## config.mk

```make
export PLATFORM = sky130hd
export DESIGN_NAME = uart_tx_flat
export DESIGN_NICKNAME = d
export VERILOG_FILES = /design/src/rtl/uart_pkg.sv /design/src/rtl/uart_tx_if.sv /design/src/rtl/uart_baud_cnt.sv /design/src/rtl/uart_tx.sv /design/src/flat_wrapper.sv
export SDC_FILE = /design/constraint.sdc
export NUM_CORES = 1
export LEC_CHECK = 0
export ABC_AREA = 1
export CAP_MARGIN = 20
export CORE_AREA = 2 2 59 67
export DETAILED_ROUTE_END_ITERATION = 10
export DIE_AREA = 0 0 61 69
export PLACE_DENSITY = 0.54
export SLEW_MARGIN = 20
export SYNTH_ARGS = -nofsm -noshare
export SYNTH_HDL_FRONTEND = slang
export SYNTH_SLANG_ARGS = --single-unit
```

## constraint.sdc

```tcl
create_clock -name clk -period 1.82 [get_ports clk]
set_input_delay 0.455 -clock clk [delete_from_list [all_inputs] [get_ports clk]]
set_output_delay 0.455 -clock clk [all_outputs]
set_load 0.05 [all_outputs]
```

## src/rtl/uart_pkg.sv

```systemverilog
// uart_pkg: shared UART state encoding and constants for the tx path and a future rx.
package uart_pkg;
   typedef enum logic [1:0] {IDLE = 2'b00, START = 2'b01, DATA = 2'b10, STOP = 2'b11} uart_state_t;
   localparam int UART_DATA_BITS = 8;
   localparam int UART_DEFAULT_CLKS_PER_BIT = 234;
endpackage

```

## src/rtl/uart_tx_if.sv

```systemverilog
// uart_tx_if: byte handshake between a producer and the UART transmitter.
interface uart_tx_if;
   import uart_pkg::*;
   logic trig;
   logic [UART_DATA_BITS-1:0] data_i;
   logic busy;
   logic done;
   modport master (output trig, data_i, input busy, done);
   modport slave (input trig, data_i, output busy, done);
endinterface

```

## src/rtl/uart_baud_cnt.sv

```systemverilog
// uart_baud_cnt: wrapping bit-period counter, flags the last cycle of each bit.
module uart_baud_cnt import uart_pkg::*; #(
   parameter int CLKS_PER_BIT = UART_DEFAULT_CLKS_PER_BIT
) (
   input  logic clk,
   input  logic rst,
   input  logic clear,
   input  logic en,
   output logic last
);
   localparam int W = $clog2(CLKS_PER_BIT);
   localparam logic [W-1:0] LAST = W'(CLKS_PER_BIT - 1);
   logic [W-1:0] cnt_q, cnt_d;
   assign last = cnt_q == LAST;
   always_comb cnt_d = (clear || (en && last)) ? '0 : en ? cnt_q + 1'b1 : cnt_q;
   always_ff @(posedge clk) begin
      if (rst) cnt_q <= '0;
      else cnt_q <= cnt_d;
   end
endmodule

```

## src/rtl/uart_tx.sv

```systemverilog
// uart_tx: 8N1 transmitter; every output is a flop so the logic analyzer probes stay glitch-free.
module uart_tx import uart_pkg::*; #(
   parameter int CLKS_PER_BIT = UART_DEFAULT_CLKS_PER_BIT
) (
   input  logic         clk,
   input  logic         rst,
   uart_tx_if.slave     bus,
   output logic         tx,
   output logic [1:0]   present_state,
   output logic [2:0]   data_ind
);
   localparam logic [1:0] S_IDLE  = IDLE;
   localparam logic [1:0] S_START = START;
   localparam logic [1:0] S_DATA  = DATA;
   localparam logic [1:0] S_STOP  = STOP;
   localparam logic [2:0] LAST_BIT = 3'(UART_DATA_BITS - 1);
   if (CLKS_PER_BIT < 2) begin : g_bad_div
      $error("uart_tx: CLKS_PER_BIT must be >= 2");
   end
   logic [1:0] st_q, st_d;
   logic [2:0] ind_q, ind_d;
   logic [UART_DATA_BITS-1:0] sh_q, sh_d;
   logic tx_q, tx_d, busy_q, busy_d, done_q, done_d;
   logic last;
   uart_baud_cnt #(.CLKS_PER_BIT(CLKS_PER_BIT)) u_baud (
      .clk   (clk),
      .rst   (rst),
      .clear (st_q == S_IDLE),
      .en    (st_q != S_IDLE),
      .last  (last)
   );
   // outputs are computed from next-state so tx/busy/done line up with present_state
   always_comb begin
      st_d = st_q == S_IDLE ? (bus.trig ? S_START : S_IDLE)
           : !last ? st_q
           : st_q == S_START ? S_DATA
           : st_q == S_DATA ? (ind_q == LAST_BIT ? S_STOP : S_DATA)
           : S_IDLE;
      ind_d  = (st_q == S_DATA && st_d == S_DATA) ? ind_q + 3'(last) : 3'd0;
      sh_d   = (st_q == S_IDLE && bus.trig) ? bus.data_i : sh_q;
      tx_d   = st_d == S_START ? 1'b0 : st_d == S_DATA ? sh_q[ind_d] : 1'b1;
      busy_d = st_d != S_IDLE;
      done_d = st_q == S_STOP && last;
   end
   always_ff @(posedge clk) begin
      if (rst) begin
         st_q   <= S_IDLE;
         ind_q  <= '0;
         sh_q   <= '0;
         tx_q   <= 1'b1;
         busy_q <= 1'b0;
         done_q <= 1'b0;
      end else begin
         st_q   <= st_d;
         ind_q  <= ind_d;
         sh_q   <= sh_d;
         tx_q   <= tx_d;
         busy_q <= busy_d;
         done_q <= done_d;
      end
   end
   assign tx            = tx_q;
   assign bus.busy      = busy_q;
   assign bus.done      = done_q;
   assign present_state = st_q;
   assign data_ind      = ind_q;
endmodule

```

## src/flat_wrapper.sv

```systemverilog
// flat-port wrapper written by rule: the top's interface ports become plain ports
module uart_tx_flat import uart_pkg::*;
#(
   parameter int CLKS_PER_BIT = UART_DEFAULT_CLKS_PER_BIT
)
  (clk, rst, tx, present_state, data_ind, bus_trig, bus_data_i, bus_busy, bus_done);
  uart_tx_if bus_i ();
  input  logic clk;
  input  logic rst;
  output logic tx;
  output logic [1:0] present_state;
  output logic [2:0] data_ind;
  input wire logic [$bits(bus_i.trig)-1:0] bus_trig;
  input wire logic [$bits(bus_i.data_i)-1:0] bus_data_i;
  output wire logic [$bits(bus_i.busy)-1:0] bus_busy;
  output wire logic [$bits(bus_i.done)-1:0] bus_done;
  assign bus_i.trig = bus_trig;
  assign bus_i.data_i = bus_data_i;
  assign bus_busy = bus_i.busy;
  assign bus_done = bus_i.done;
  uart_tx #(.CLKS_PER_BIT(CLKS_PER_BIT)) u_core (.clk(clk), .rst(rst), .bus(bus_i), .tx(tx), .present_state(present_state), .data_ind(data_ind));
endmodule
```

== Word level (Yosys, flattened, before mapping) ==
Cells that the tools add are included.
W data, S select, Z words.

* $add $sub $neg: 2
* $lt $le $gt $ge: 1
* Eq/ne operators: 7
* Multiplexer cells: 11
* Reductions and logical operators: 9

{| class="wikitable"
|+ Operators by type and width
! operator !! count
|-
| $add A8 B1 Y8 const B || 1
|-
| $eq A8 B8 Y1 const B || 1
|-
| $mux W2 || 4
|-
| $eq A2 B2 Y1 const B || 3
|-
| $mux W1 || 5
|-
| $eq A2 B1 Y1 const B || 2
|-
| $logic_and A1 B1 Y1 || 4
|-
| $lt A3 B4 Y1 const B || 1
|-
| $reduce_bool A2 Y1 || 2
|-
| $add A3 B1 Y3 || 1
|-
| $bmux W1 S3 || 1
|-
| $eq A3 B3 Y1 const B || 1
|-
| $mux W3 || 1
|-
| $logic_not A2 Y1 || 1
|-
| $reduce_or A2 Y1 || 1
|-
| $logic_or A1 B1 Y1 || 1
|}

* Flip-flop bits (word level): 24
* Input port bits: 11
* Output and inout port bits: 8
* Word-level logic and storage cells: 37

== Logic depth before layout (Yosys ltp) ==
Gate-level depths: netlist (run 1).

* Depth in word-level cells: 13
* Mapped depth: 17
* Mapped depth without buffers: 17

== By module ==
Synthesis (run 1) repeated with hierarchy kept, for this count alone.

* Cell total of the unflattened synthesis: 174
* Area, all modules: 1234.9 um2

{| class="wikitable"
|+ By module, submodules not included
! module !! instances !! cells an instance !! area each (um2) !! sequential area each (um2)
|-
| uart_tx || 1 || 110 || 795.8 || 320.3
|-
| uart_baud_cnt || 1 || 64 || 439.2 || 160.2
|}

== Least setup slack after synthesis (run 1) ==
No wires, ideal clock.

* Kind: register -> register
* From: reg u_core.st_q[0], in the netlist u_core.present_state[0]
* To: reg u_core.tx_q, in the netlist u_core.tx
* Setup time: 0.109 ns
* Arrival: 2.077 ns
* Required time: 1.711 ns
* Path slack: -0.366 ns
* Stages on the path, launching flop included: 17
* Path buffers: 0
* Period minus slack after synthesis: 2.186 ns
* Cell sequence: dfxtp_1 -> inv_1 -> ha_1 -> nand2_1 -> nor2_1 -> nand2_1 -> nand3_1 -> nand3_1 -> nand2_2 -> nor2_8 -> nand3_4 -> nand3_1 -> nand2_1 -> nand2_1 -> nand3_1 -> nand2_1 -> inv_1

* Longest elaborated chain between the ends: 12
* Elaborated cells between the ends (all ways): 15
* Classes of those cells: eq/ne: 4; mux: 9; reduce/logical: 2

{| class="wikitable"
|+ RTL lines
! item !! line !! text
|-
| from (decl) || uart_tx.sv:20 || <nowiki>logic [1:0] st_q, st_d;</nowiki>
|-
| from (signal assigned) || uart_tx.sv:54 || <nowiki>st_q <= st_d;</nowiki>
|-
| $eq A2 B2 Y1 || uart_tx.sv:37, uart_tx.sv:39 ||
|-
| $mux W2 || uart_tx.sv:37 || <nowiki>: st_q == S_DATA ? (ind_q == LAST_BIT ? S_STOP : S_DATA)</nowiki>
|-
| $mux W2 || uart_tx.sv:36 || <nowiki>: st_q == S_START ? S_DATA</nowiki>
|-
| $mux W2 || uart_tx.sv:35 || <nowiki>: !last ? st_q</nowiki>
|-
| $mux W2 || uart_tx.sv:34 || <nowiki>st_d = st_q == S_IDLE ? (bus.trig ? S_START : S_IDLE)</nowiki>
|-
| $eq A2 B2 Y1 || uart_tx.sv:39, uart_tx.sv:41 ||
|-
| $logic_and A1 B1 Y1 || uart_tx.sv:39 || <nowiki>ind_d = (st_q == S_DATA && st_d == S_DATA) ? ind_q + 3'(last) : 3'd0;</nowiki>
|-
| $mux W3 || uart_tx.sv:39 ||
|-
| $bmux W1 S3 || uart_tx.sv:41 || <nowiki>tx_d = st_d == S_START ? 1'b0 : st_d == S_DATA ? sh_q[ind_d] : 1'b1;</nowiki>
|-
| $mux W1 (not written as such) || uart_tx.sv:41 ||
|-
| $mux W1 || uart_tx.sv:41 ||
|-
| $mux W1 * || uart_tx.sv:41 ||
|-
| to (signal assigned) || uart_tx.sv:57 || <nowiki>tx_q <= tx_d;</nowiki>
|-
| to (decl) || uart_tx.sv:23 || <nowiki>logic tx_q, tx_d, busy_q, busy_d, done_q, done_d;</nowiki>
|}

Every way passes the cells marked *; elsewhere a longest branch is shown, timed or not. The select of a mux whose other input is x is not followed.
A chain may end at the register's enable or synchronous reset.

== Worst setup path after layout (run 1) ==
* From: reg u_core.u_baud.cnt_q[1]
* To: reg u_core.tx_q, in the netlist u_core.tx

* Longest elaborated chain between the ends: 10
* Elaborated cells between the ends (all ways): 12
* Classes of those cells: add/sub: 1; eq/ne: 3; mux: 7; reduce/logical: 1

{| class="wikitable"
|+ RTL lines
! item !! line !! text
|-
| from (decl) || uart_baud_cnt.sv:13 || <nowiki>logic [W-1:0] cnt_q, cnt_d;</nowiki>
|-
| from (signal assigned) || uart_baud_cnt.sv:18 || <nowiki>else cnt_q <= cnt_d;</nowiki>
|-
| $eq A8 B8 Y1 * || uart_baud_cnt.sv:14 || <nowiki>assign last = cnt_q == LAST;</nowiki>
|-
| $mux W2 || uart_tx.sv:35 ||
|-
| $mux W2 || uart_tx.sv:34 ||
|-
| $eq A2 B2 Y1 || uart_tx.sv:39, uart_tx.sv:41 ||
|-
| $logic_and A1 B1 Y1 || uart_tx.sv:39 ||
|-
| $mux W3 || uart_tx.sv:39 ||
|-
| $bmux W1 S3 || uart_tx.sv:41 ||
|-
| $mux W1 (not written as such) || uart_tx.sv:41 ||
|-
| $mux W1 || uart_tx.sv:41 ||
|-
| $mux W1 * || uart_tx.sv:41 ||
|}

Marked as above.

==> results of run 1 <==
state kept, by name (all words and copies together) (netlist names):
register              flops
u_core.present_state      2
u_core.data_ind           3
u_core.sh_q               8
u_core.u_baud.cnt_q       8
u_core.tx                 1
u_core.bus.busy           1
u_core.bus.done           1
final cells by class:
| type | instances | area share, % |
|---|---|---|
| inverters | 24 | 5.478 |
| repair buffers | 37 | 17.68 |
| flip-flops and latches | 24 | 28.63 |
| clock buffers | 3 | 2.411 |
| multi-input cells | 100 | 41.93 |
| clock inverters | 1 | 0.2191 |
| well taps | 50 | 3.652 |
cell families after synthesis:
kind of cell	Yosys count	synth area share, %
adders and majority gates	8	8.386
xor gates and xnor gates	3	2.202
DFF	24	40.25
and+or+nand+nor	66	31.03
AOI/OAI and AO/OA	23	9.853
buffers and inverters	26	8.281
what timing repair did:
action	4_1_cts	5_1_grt
pin swaps	5	1
setup buffers	4	1
endpoints found under the setup margin	2	2
gates resized for setup	5	1
worst max-delay path: cells and delay by family (launching register included):
kind          cells  cell delay (ns)
buf+inv           3             0.15
simple gates     10             0.73
fa+ha+maj         3             0.39
xor+xnor          1             0.18
flops             1             0.33
metrics by stage:
stage / cell area, um2 / setup TNS (ns) / total power (W) / hold slack, ns / util (%)
floorplan: 1276 / 0 / 0.0006379 / 0.4294 / -
global placement: 1597 / -0.01456 / 0.0006925 / 0.4465 / 45.10
detailed placement: 1597 / -0.05803 / 0.0006954 / 0.4495 / 45.10
CTS: 1700 / -0.02391 / 0.001026 / 0.4620 / 48.04
global route: 1713 / -0.3139 / 0.001057 / 0.4892 / 48.39
finish: 1713 / -0.02206 / 0.001004 / 0.4570 / 48.39
worst max path at each step:
| stage | startpoint | end | slack (ns) | depth (start not counted) |
|---|---|---|---|---|
| floorplan | u_core.present_state[1] | u_core.tx | 0.004 | 14 |
| global placement | bus_trig | u_core.tx | -0.01 | 12 |
| detailed placement | u_core.u_baud.cnt_q[1] | u_core.tx | -0.06 | 17 |
| CTS | u_core.u_baud.cnt_q[1] | u_core.tx | -0.02 | 17 |
| global route | u_core.u_baud.cnt_q[1] | u_core.tx | -0.22 | 17 |
| finish | u_core.u_baud.cnt_q[1] | u_core.tx | -0.02 | 17 |
power by group:
group	internal, W	switching [W]	leakage (nW)	total (W)
registers	0.000543	0.00000716	0.198	0.000550
logic	0.0000592	0.0000737	0.549	0.000133
clock network	0.000151	0.000169	0.0231	0.000320
layer usage:
layer | GRT usage (%) | vias up | share of wire (%)
li1 | - | 562 | -
met3 | 2.439 | 2 | 3.2
met4 | 4.348 | 0 | 0.67
met5 | 0 | - | 0
met2 | 25.81 | 16 | 55
met1 | 13.82 | 474 | 41
layout by cell type (no fill, tap or decap), types with 2 or more instances in the layout:
| cell | Yosys | layout |
|---|---|---|
| a21oi_1 | 12 | 12 |
| buf_4 | 0 | 27 |
| clkbuf_8 | 0 | 3 |
| clkdlybuf4s50_1 | 0 | 10 |
| dfxtp_1 | 24 | 20 |
| dfxtp_2 | 0 | 2 |
| dfxtp_4 | 0 | 2 |
| ha_1 | 8 | 3 |
| ha_4 | 0 | 4 |
| inv_1 | 20 | 19 |
| inv_2 | 3 | 3 |
| nand2_1 | 20 | 19 |
| nand2_2 | 3 | 2 |
| nand2_4 | 2 | 4 |
| nand3_1 | 9 | 6 |
| nand3_2 | 1 | 4 |
| nand3_4 | 2 | 2 |
| nand4_1 | 4 | 4 |
| nor2_1 | 13 | 13 |
| nor2_2 | 2 | 2 |
| nor3_1 | 5 | 4 |
| nor3b_1 | 2 | 2 |
| o21ai_0 | 9 | 9 |
| xor2_1 | 3 | 2 |
==> run summary, run 1 <==
drt initial violations -> 26
die area -> 4209 um2
Longest Clk Path Bufs -> 2
post-synth net total -> 169
crit path launch type -> register
Crit Path Class -> reg -> reg
CP endpoint kind -> register
maximum vdd drop -> 0.0003307 V
Starting Density -> 33.72%
HPWL after DPL -> 2063 um
Mean Syn Cell Area -> 7.958 um2
I/O pin cnt -> 19
gr usage total -> 13.48%
Least-Margin Pin Slew -> 0.3318 ns
DRT Wirelength -> 2535 um
Vias/cell -> 4.410
antenna-violating nets left -> 0
final worst slack -> -0.02206 ns
Final min period -> 1.842 ns
root buffer cell -> clkbuf_8
total grt overflow -> 0
first-pass GRT wire length -> 4353 um
Post-Syn Area -> 1194 um2
CTS buffer count -> 3
reg-to-reg endpoint -> u_core.tx
Rows -> 23
# DRC -> 0
max_slew headroom -> 77.71%
fin. max-slew vios -> 0
Sink Count -> 24
sequential area share after synthesis -> 40.25%
Reg2Reg Depth -> 17
share of cells above drive strength 1 -> 32.80%
MaxCap Viol Count -> 0
Hold Path End -> u_core.sh_q[5]
Yosys reg bits -> 24
footprint of the multi-input gates -> 718.2 um2
placed cell count -> 230
hold wc startpoint -> u_core.sh_q[5]
Crit path arrival time -> 2.06 ns
fillers -> 352
Post-synth top cells -> dfxtp_1, inv_1, nand2_1
WP data required -> 2.03 ns
final net count -> 209
share of the synthesized area in the top cell type -> 40.25%
Layout Skew -> 0.006274 ns
RR Startpoint -> u_core.u_baud.cnt_q[1]
DR pass1 iterations -> 4
CTS tree -> yes
largest net degree at the start of global routing -> 16
Synth Warn # -> 0
Synth area leaders -> dfxtp_1, ha_1, inv_1
CORE AREA -> 3540 um2
Synth-to-Final Area Change -> 43.50%
Die W -> 61 um
crit share post-route -> 101.2%
sequential cell area -> 490.5 um2
number of synthesized flops with an enable pin -> 0
min-delay worst type -> reg -> reg
Layout Cells excl Fill -> 239
worst hold stages -> 2
slowest cell delay on critical path -> 0.33 ns
port bufs -> 18
failing checks -> setup timing
Placement Setup Slack -> -0.05549 ns
Most Frequent Cell on Critical Path -> nand2_1
initial antenna violation count -> 0
count leader, synth -> dfxtp_1
Max Clk Rate -> 542.9 MHz
Synth Flop Type -> dfxtp_1
Fin. Hold Viols -> 0
vias -> 1,054
worst-path cell chain -> inv_2 -> ha_4 -> nand2_4 -> nor2_4 -> nand2_4 -> inv_4 -> ha_4 -> ha_4 -> xor2_4 -> nand3_4 -> nor2_2 -> nand2_1 -> nand2_1 -> nand2_1 -> nand3_1 -> nand2_1 -> inv_1
Crit Path Max Fanout -> 5
power density over the cells -> 585.9 nW/um2
# H-tree levels -> 1
RSZ-0062 raised after global routing -> yes
Yosys cell types -> 25
Synth Instances -> 150
vias in the first global route -> 1,039
Leak Pwr -> 0.7710 nW
WL/cell -> 10.61 um
gp weighted congestion -> 0.7030
ant diodes -> 0
Final setup viols -> 1
Die Ht -> 69 um
Slowest-stage cell, CP -> dfxtp_2
cts-stage hold buffer count -> 0
r2r setup slk -> -0.02 ns
clock latency on the worst-skew pair -> 0.26 ns
outcome -> finished, violations left
Synth area leader -> dfxtp_1
Clk pin slew, worst setup/hold paths -> 0.09 ns
Async S/R FF share, synth -> 0%
Power figures use the tool's default switching activity.
==> run 2, diff against run 1 <==
--- a/config.mk
+++ b/config.mk
@@ -7,9 +7,9 @@
 export LEC_CHECK = 0
 export ABC_AREA = 1
 export CAP_MARGIN = 20
-export CORE_AREA = 2 2 59 67
+export CORE_AREA = 5 5 62 70
 export DETAILED_ROUTE_END_ITERATION = 10
-export DIE_AREA = 0 0 61 69
+export DIE_AREA = 0 0 67 75
 export PLACE_DENSITY = 0.54
 export SLEW_MARGIN = 20
 export SYNTH_ARGS = -nofsm -noshare
==> run 2 against run 1 <==
Against the previous run:
- the flow now finishes without violations
- non-clock buffer count increased by 2
- via count decreased by 0.76%
- global-route usage decreased by 2.0 points
- combinational power about the same
- largest cell class unchanged
- largest power group unchanged
==> run summary, run 2 (synthesis gave the netlist of run 1 again) <==
outcome -> completed
Reg2Reg Depth -> 17
Clk pin slew, worst setup/hold paths -> 0.09 ns
gr usage total -> 11.49%
first-pass GRT wire length -> 4312 um
crit share post-route -> 99.73%
RSZ-0062 raised after global routing -> yes
Least-Margin Pin Slew -> 0.2844 ns
Max Clk Rate -> 550.9 MHz
MaxCap Viol Count -> 0
Top delay family on crit path -> simple AND/OR/NAND/NOR gates
Crit path arrival time -> 2.04 ns
Final min period -> 1.815 ns
vias in the first global route -> 1,006
antenna-violating nets left -> 0
vias -> 1,046
clock power share -> 32.1%
post-route cell area -> 1728 um2
WP data required -> 2.04 ns
Fin. Hold Viols -> 0
I/O pin cnt -> 19
die area -> 5025 um2
Die W -> 67 um
WP buf/inv -> 3
Longest Clk Path Bufs -> 2
Crit Path Class -> reg -> reg
WL/cell -> 10.35 um
CORE AREA -> 3540 um2
HPWL after DPL -> 2012 um
final net count -> 211
# DRC -> 0
Die Ht -> 75 um
ant diodes -> 0
DRT Wirelength -> 2495 um
CTS tree -> yes
min-delay worst type -> reg -> reg
met1 WL -> 1106 um
DR pass1 iterations -> 3
Switch Pwr -> 0.0002544 W
clock latency on the worst-skew pair -> 0.27 ns
Final setup viols -> 0
reg-to-reg endpoint -> u_core.tx
Leak Pwr -> 0.7775 nW
# H-tree levels -> 1
Starting Density -> 33.72%
Hold Path End -> u_core.sh_q[1]
drt initial violations -> 21
initial antenna violation count -> 0
Crit path depth -> 17
Most Frequent Cell on Critical Path -> nand2_1
switching share of power -> 25.24%
commonest cells after routing, fill and taps aside -> buf_4, dfxtp_1, nand2_1, inv_1, nor2_1
Crit Path Max Fanout -> 5
worst-path cell chain -> inv_2 -> ha_4 -> nand2_4 -> nor2_4 -> nand2_4 -> inv_4 -> ha_4 -> ha_4 -> xor2_2 -> nand3_4 -> nor2_2 -> nand2_1 -> nand2_1 -> nand2_1 -> nand3_1 -> nand2_1 -> inv_1
CP endpoint kind -> register
Slowest-stage cell, CP -> dfxtp_2
fin. max-slew vios -> 0
Comb power frac -> 13.2%
Rows -> 23
total grt overflow -> 0
DR WL met2 -> 1257 um
routed wl met3 -> 73 um
largest net degree at the start of global routing -> 16
Layout Cells excl Fill -> 241
gp weighted congestion -> 0.7477
worst hold stages -> 2
max_slew headroom -> 80.90%
placed cell count -> 233
RR Startpoint -> u_core.u_baud.cnt_q[1]
r2r setup slk -> 0.005 ns
Top Layer Used -> met4
internal power -> 0.0007537 W
commonest non-fill, non-tap cell in the layout -> buf_4
port bufs -> 18
Layout Skew -> 0.002952 ns
Layout Utilization -> 48.82%
root buffer cell -> clkbuf_8
maximum vdd drop -> 0.0003038 V
slowest cell delay on critical path -> 0.33 ns
Vias/cell -> 4.340
power density over the cells -> 583.4 nW/um2
hold wc startpoint -> u_core.sh_q[1]
CTS buffer count -> 3
crit path launch type -> register
DP Area -> 1619 um2
Sink Count -> 24
Synth-to-Final Area Change -> 44.76%
Sequential Power Share -> 54.6%
Setup TNS -> 0 ns
share of cells above drive strength 1 -> 34.55%
[run 2: what timing repair did]
item / in CTS / in global routing
hold endpoints to repair: 0 / 0
hold buffers: 0 / 0
setup endpoints to repair: 1 / 1
pin swaps: 6 / 5
setup buffers: 1 / 3
resized for setup: 3 / 6
[run 2: final cells by class]
cell class              count  area (um2)
clock buffers               3       41.29
clock inverters             1       3.754
fillers                   348        1812
inverters                  24       93.84
multi-input cells         100       714.4
flip-flops and latches     24       490.5
well taps                  50       62.56
repair buffers             39       321.6
[run 2: metrics by stage]
step / hold slack [ns] / power [W] / setup slack [ns]
floorplan: 0.4294 / 0.0006379 / 0.003974
global placement: 0.4456 / 0.0006925 / -0.01592
detailed placement: 0.4530 / 0.0006946 / -0.02077
CTS: 0.4658 / 0.001023 / 0.001928
global route: 0.4882 / 0.001061 / -0.1577
finish: 0.4607 / 0.001008 / 0.004874
[run 2: worst max-delay path by stage]
stage / end / start / slack [ns]
after global placement: u_core.tx / bus_trig / -0.02
final: u_core.tx / u_core.u_baud.cnt_q[1] / 0.005
after CTS: u_core.tx / u_core.u_baud.cnt_q[1] / 0.002
after floorplan: u_core.tx / u_core.present_state[1] / 0.004
after detailed placement: u_core.tx / u_core.u_baud.cnt_q[1] / -0.02
after global routing: u_core.tx / u_core.u_baud.cnt_q[1] / -0.16
[run 2: power by group through the flow]
stage,Combinational [W],Clock (W),Sequential (W)
3_3_place_gp,0.000130,0,0.000563
5_1_grt,0.000150,0.000359,0.000553
4_1_cts,0.000134,0.000339,0.000551
2_1_floorplan,0.0000596,0,0.000578
3_5_place_dp,0.000131,0,0.000563
6_report,0.000133,0.000324,0.000551
[run 2: worst register-to-register path, cell delays in order, from the launching register on]
cell and delay, ns:
dfxtp_2 0.33, inv_2 0.05, ha_4 0.12, nand2_4 0.05
nor2_4 0.13, nand2_4 0.07, inv_4 0.06, ha_4 0.12
ha_4 0.12, xor2_2 0.18, nand3_4 0.12, nor2_2 0.10
nand2_1 0.05, nand2_1 0.06, nand2_1 0.04, nand3_1 0.07
nand2_1 0.05, inv_1 0.04
[run 2: routing by layer]
metal / vias up / track usage, %
met5: - / 0
met4: 0 / 6.081
met3: 4 / 2.388
met2: 14 / 19.76
met1: 465 / 13.36
li1: 563 / -
==> run 3, diff against run 2 <==
--- a/config.mk
+++ b/config.mk
@@ -7,10 +7,10 @@
 export LEC_CHECK = 0
 export ABC_AREA = 1
 export CAP_MARGIN = 20
-export CORE_AREA = 5 5 62 70
+export CORE_AREA = 5 5 82 54
 export DETAILED_ROUTE_END_ITERATION = 10
-export DIE_AREA = 0 0 67 75
-export PLACE_DENSITY = 0.54
+export DIE_AREA = 0 0 87 59
+export PLACE_DENSITY = 0.53
 export SLEW_MARGIN = 20
 export SYNTH_ARGS = -nofsm -noshare
 export SYNTH_HDL_FRONTEND = slang
==> run 3 against run 2 <==
Against the previous run:
- the flow now finishes with violations (setup timing)
- maximum frequency shrank 0.93%
- die area grew 2.1%
- clock skew shrank 0.00055 ns
- critical path depth shrank 1
- total power grew 0.86%
- hold slack is essentially flat
- first-iteration DRC count grew 62%
- sequential share of layout area shrank 1.1 points
- via count grew 2.9%
- largest power group unchanged
==> run summary, run 3 (synthesis gave the netlist of run 1 again) <==
outcome -> finished, violations left
failing checks -> setup timing
Leak Pwr -> 0.8041 nW
antenna-violating nets left -> 0
min-delay worst type -> reg -> reg
initial antenna violation count -> 0
die area -> 5133 um2
ant diodes -> 0
maximum vdd drop -> 0.0003451 V
total grt overflow -> 0
first-pass GRT wire length -> 4968 um
share of cells above drive strength 1 -> 38.46%
Crit path arrival time -> 2.01 ns
WL/cell -> 12.45 um
power density over the cells -> 565.1 nW/um2
# DRC -> 0
Layout Skew -> 0.002406 ns
Starting Density -> 33.60%
Longest Clk Path Bufs -> 2
DRT Wirelength -> 3014 um
drt initial violations -> 34
sequential cell area -> 490.5 um2
Least-Margin Pin Slew -> 0.3518 ns
CP endpoint kind -> register
final worst slack -> -0.01210 ns
clock latency on the worst-skew pair -> 0.27 ns
Design Power -> 0.001017 W
vias -> 1,076
HPWL after DPL -> 2399 um
Placement Setup Slack -> -0.07160 ns
Rows -> 17
crit share post-route -> 100.7%
gp weighted congestion -> 0.7462
WP buf/inv -> 3
Synth-to-Final Area Change -> 50.73%
root buffer cell -> clkbuf_8
Die W -> 87 um
vias in the first global route -> 1,050
footprint of the multi-input gates -> 747.0 um2
largest net degree at the start of global routing -> 16
fillers -> 341
I/O pin cnt -> 19
CORE AREA -> 3552 um2
fin. max-slew vios -> 0
Final setup viols -> 1
Final min period -> 1.832 ns
final net count -> 215
port bufs -> 18
max_slew headroom -> 76.36%
CTS tree -> yes
Crit Path Class -> reg -> reg
Clk pin slew, worst setup/hold paths -> 0.08 ns
r2r setup slk -> -0.01 ns
DR pass1 iterations -> 4
WP data required -> 1.99 ns
crit path launch type -> register
Crit Path Max Fanout -> 5
worst-path cell chain -> inv_2 -> ha_4 -> nand2_2 -> nor2_4 -> nand2_4 -> inv_4 -> ha_4 -> ha_4 -> xor2_4 -> nand3_4 -> nand3_2 -> nand2_1 -> nand2_1 -> nand3_1 -> nand2_1 -> inv_1
Die Ht -> 59 um
commonest non-fill, non-tap cell in the layout -> buf_4
commonest cells after routing, fill and taps aside -> buf_4, dfxtp_1, nand2_1, inv_1
Max Clk Rate -> 545.8 MHz
slowest cell delay on critical path -> 0.33 ns
Sink Count -> 24
MaxCap Viol Count -> 0
Fin. Hold Viols -> 0
Vias/cell -> 4.446
Slowest-stage cell, CP -> dfxtp_2
gr usage total -> 12.62%
CTS buffer count -> 3
Top delay family on crit path -> simple AND/OR/NAND/NOR gates
RSZ-0062 raised after global routing -> yes
# H-tree levels -> 1
[run 3: changes by cell type in the layout (fill, tap and decap cells not counted)]
| cell | change |
|---|---|
| nand2_4 | -1 |
| nor3_4 | +1 |
| nor2_2 | +1 |
| ha_2 | +1 |
| buf_4 | +3 |
| nand3_2 | +2 |
| nor2_1 | -1 |
| nor3_1 | -1 |
| nand3_1 | -2 |
| xor2_4 | +1 |
| buf_12 | +1 |
| ha_1 | -1 |
| nand2_2 | +1 |
| xor2_2 | -1 |
[run 3: worst reg2reg max path: stages (launching register included)]
cell and delay [ns]:
dfxtp_2 0.33, inv_2 0.05, ha_4 0.11, nand2_2 0.06
nor2_4 0.11, nand2_4 0.07, inv_4 0.07, ha_4 0.12
ha_4 0.15, xor2_4 0.17, nand3_4 0.12, nand3_2 0.09
nand2_1 0.05, nand2_1 0.05, nand3_1 0.07, nand2_1 0.07
inv_1 0.04
[run 3: metrics by stage]
stage	utilization [%]	hold WS, ns	instances	area [um2]	setup TNS, ns
after floorplan	-	0.4294	150	1276	0
after global placement	45.83	0.4444	230	1628	-0.03359
after detailed placement	45.83	0.4482	230	1628	-0.1284
after CTS	48.89	0.4615	238	1737	-0.009720
after global routing	50.65	0.4876	242	1799	-0.1838
final	50.65	0.4608	242	1799	-0.01210
[run 3: power breakdown]
group / switching, W / internal [W] / leakage [nW] / total, W
Clock: 0.000171 / 0.000151 / 0.0231 / 0.000322
Sequential: 0.00000899 / 0.000543 / 0.198 / 0.000552
Combinational: 0.0000783 / 0.0000641 / 0.582 / 0.000142
Total: 0.000258 / 0.000758 / 0.804 / 0.00102
[run 3: layer usage]
layer | GRT usage (%) | vias to the layer above | routed length, um
met5 | 0 | - | 0
met4 | 4.222 | 0 | 36
met3 | 3.472 | 2 | 142
met2 | 18.16 | 22 | 1236
met1 | 18.07 | 475 | 1599
li1 | - | 577 | -
[run 3: cell type report]
type                            count  area share, %
Clock buffer                        3          2.295
Clock inverter                      1         0.2086
Inverter                           24          5.216
Multi-Input combinational cell    100          41.52
Sequential cell                    24          27.26
Tap cell                           47          3.268
Timing Repair Buffer               43          20.24
[run 3: worst paths after layout]
path | from | to | cells after the start
max | u_core.u_baud.cnt_q[1] | u_core.tx | 16
min | u_core.sh_q[2] | u_core.sh_q[2] | 2
max reg2reg | u_core.u_baud.cnt_q[1] | u_core.tx | 16
min reg2reg | u_core.sh_q[2] | u_core.sh_q[2] | 2
[run 3: timing repair]
action,in CTS,in global routing
hold buffers,0,0
buffers inserted,4,4
pin swaps,7,3
setup endpoints to repair,2,2
gates resized for setup,9,6
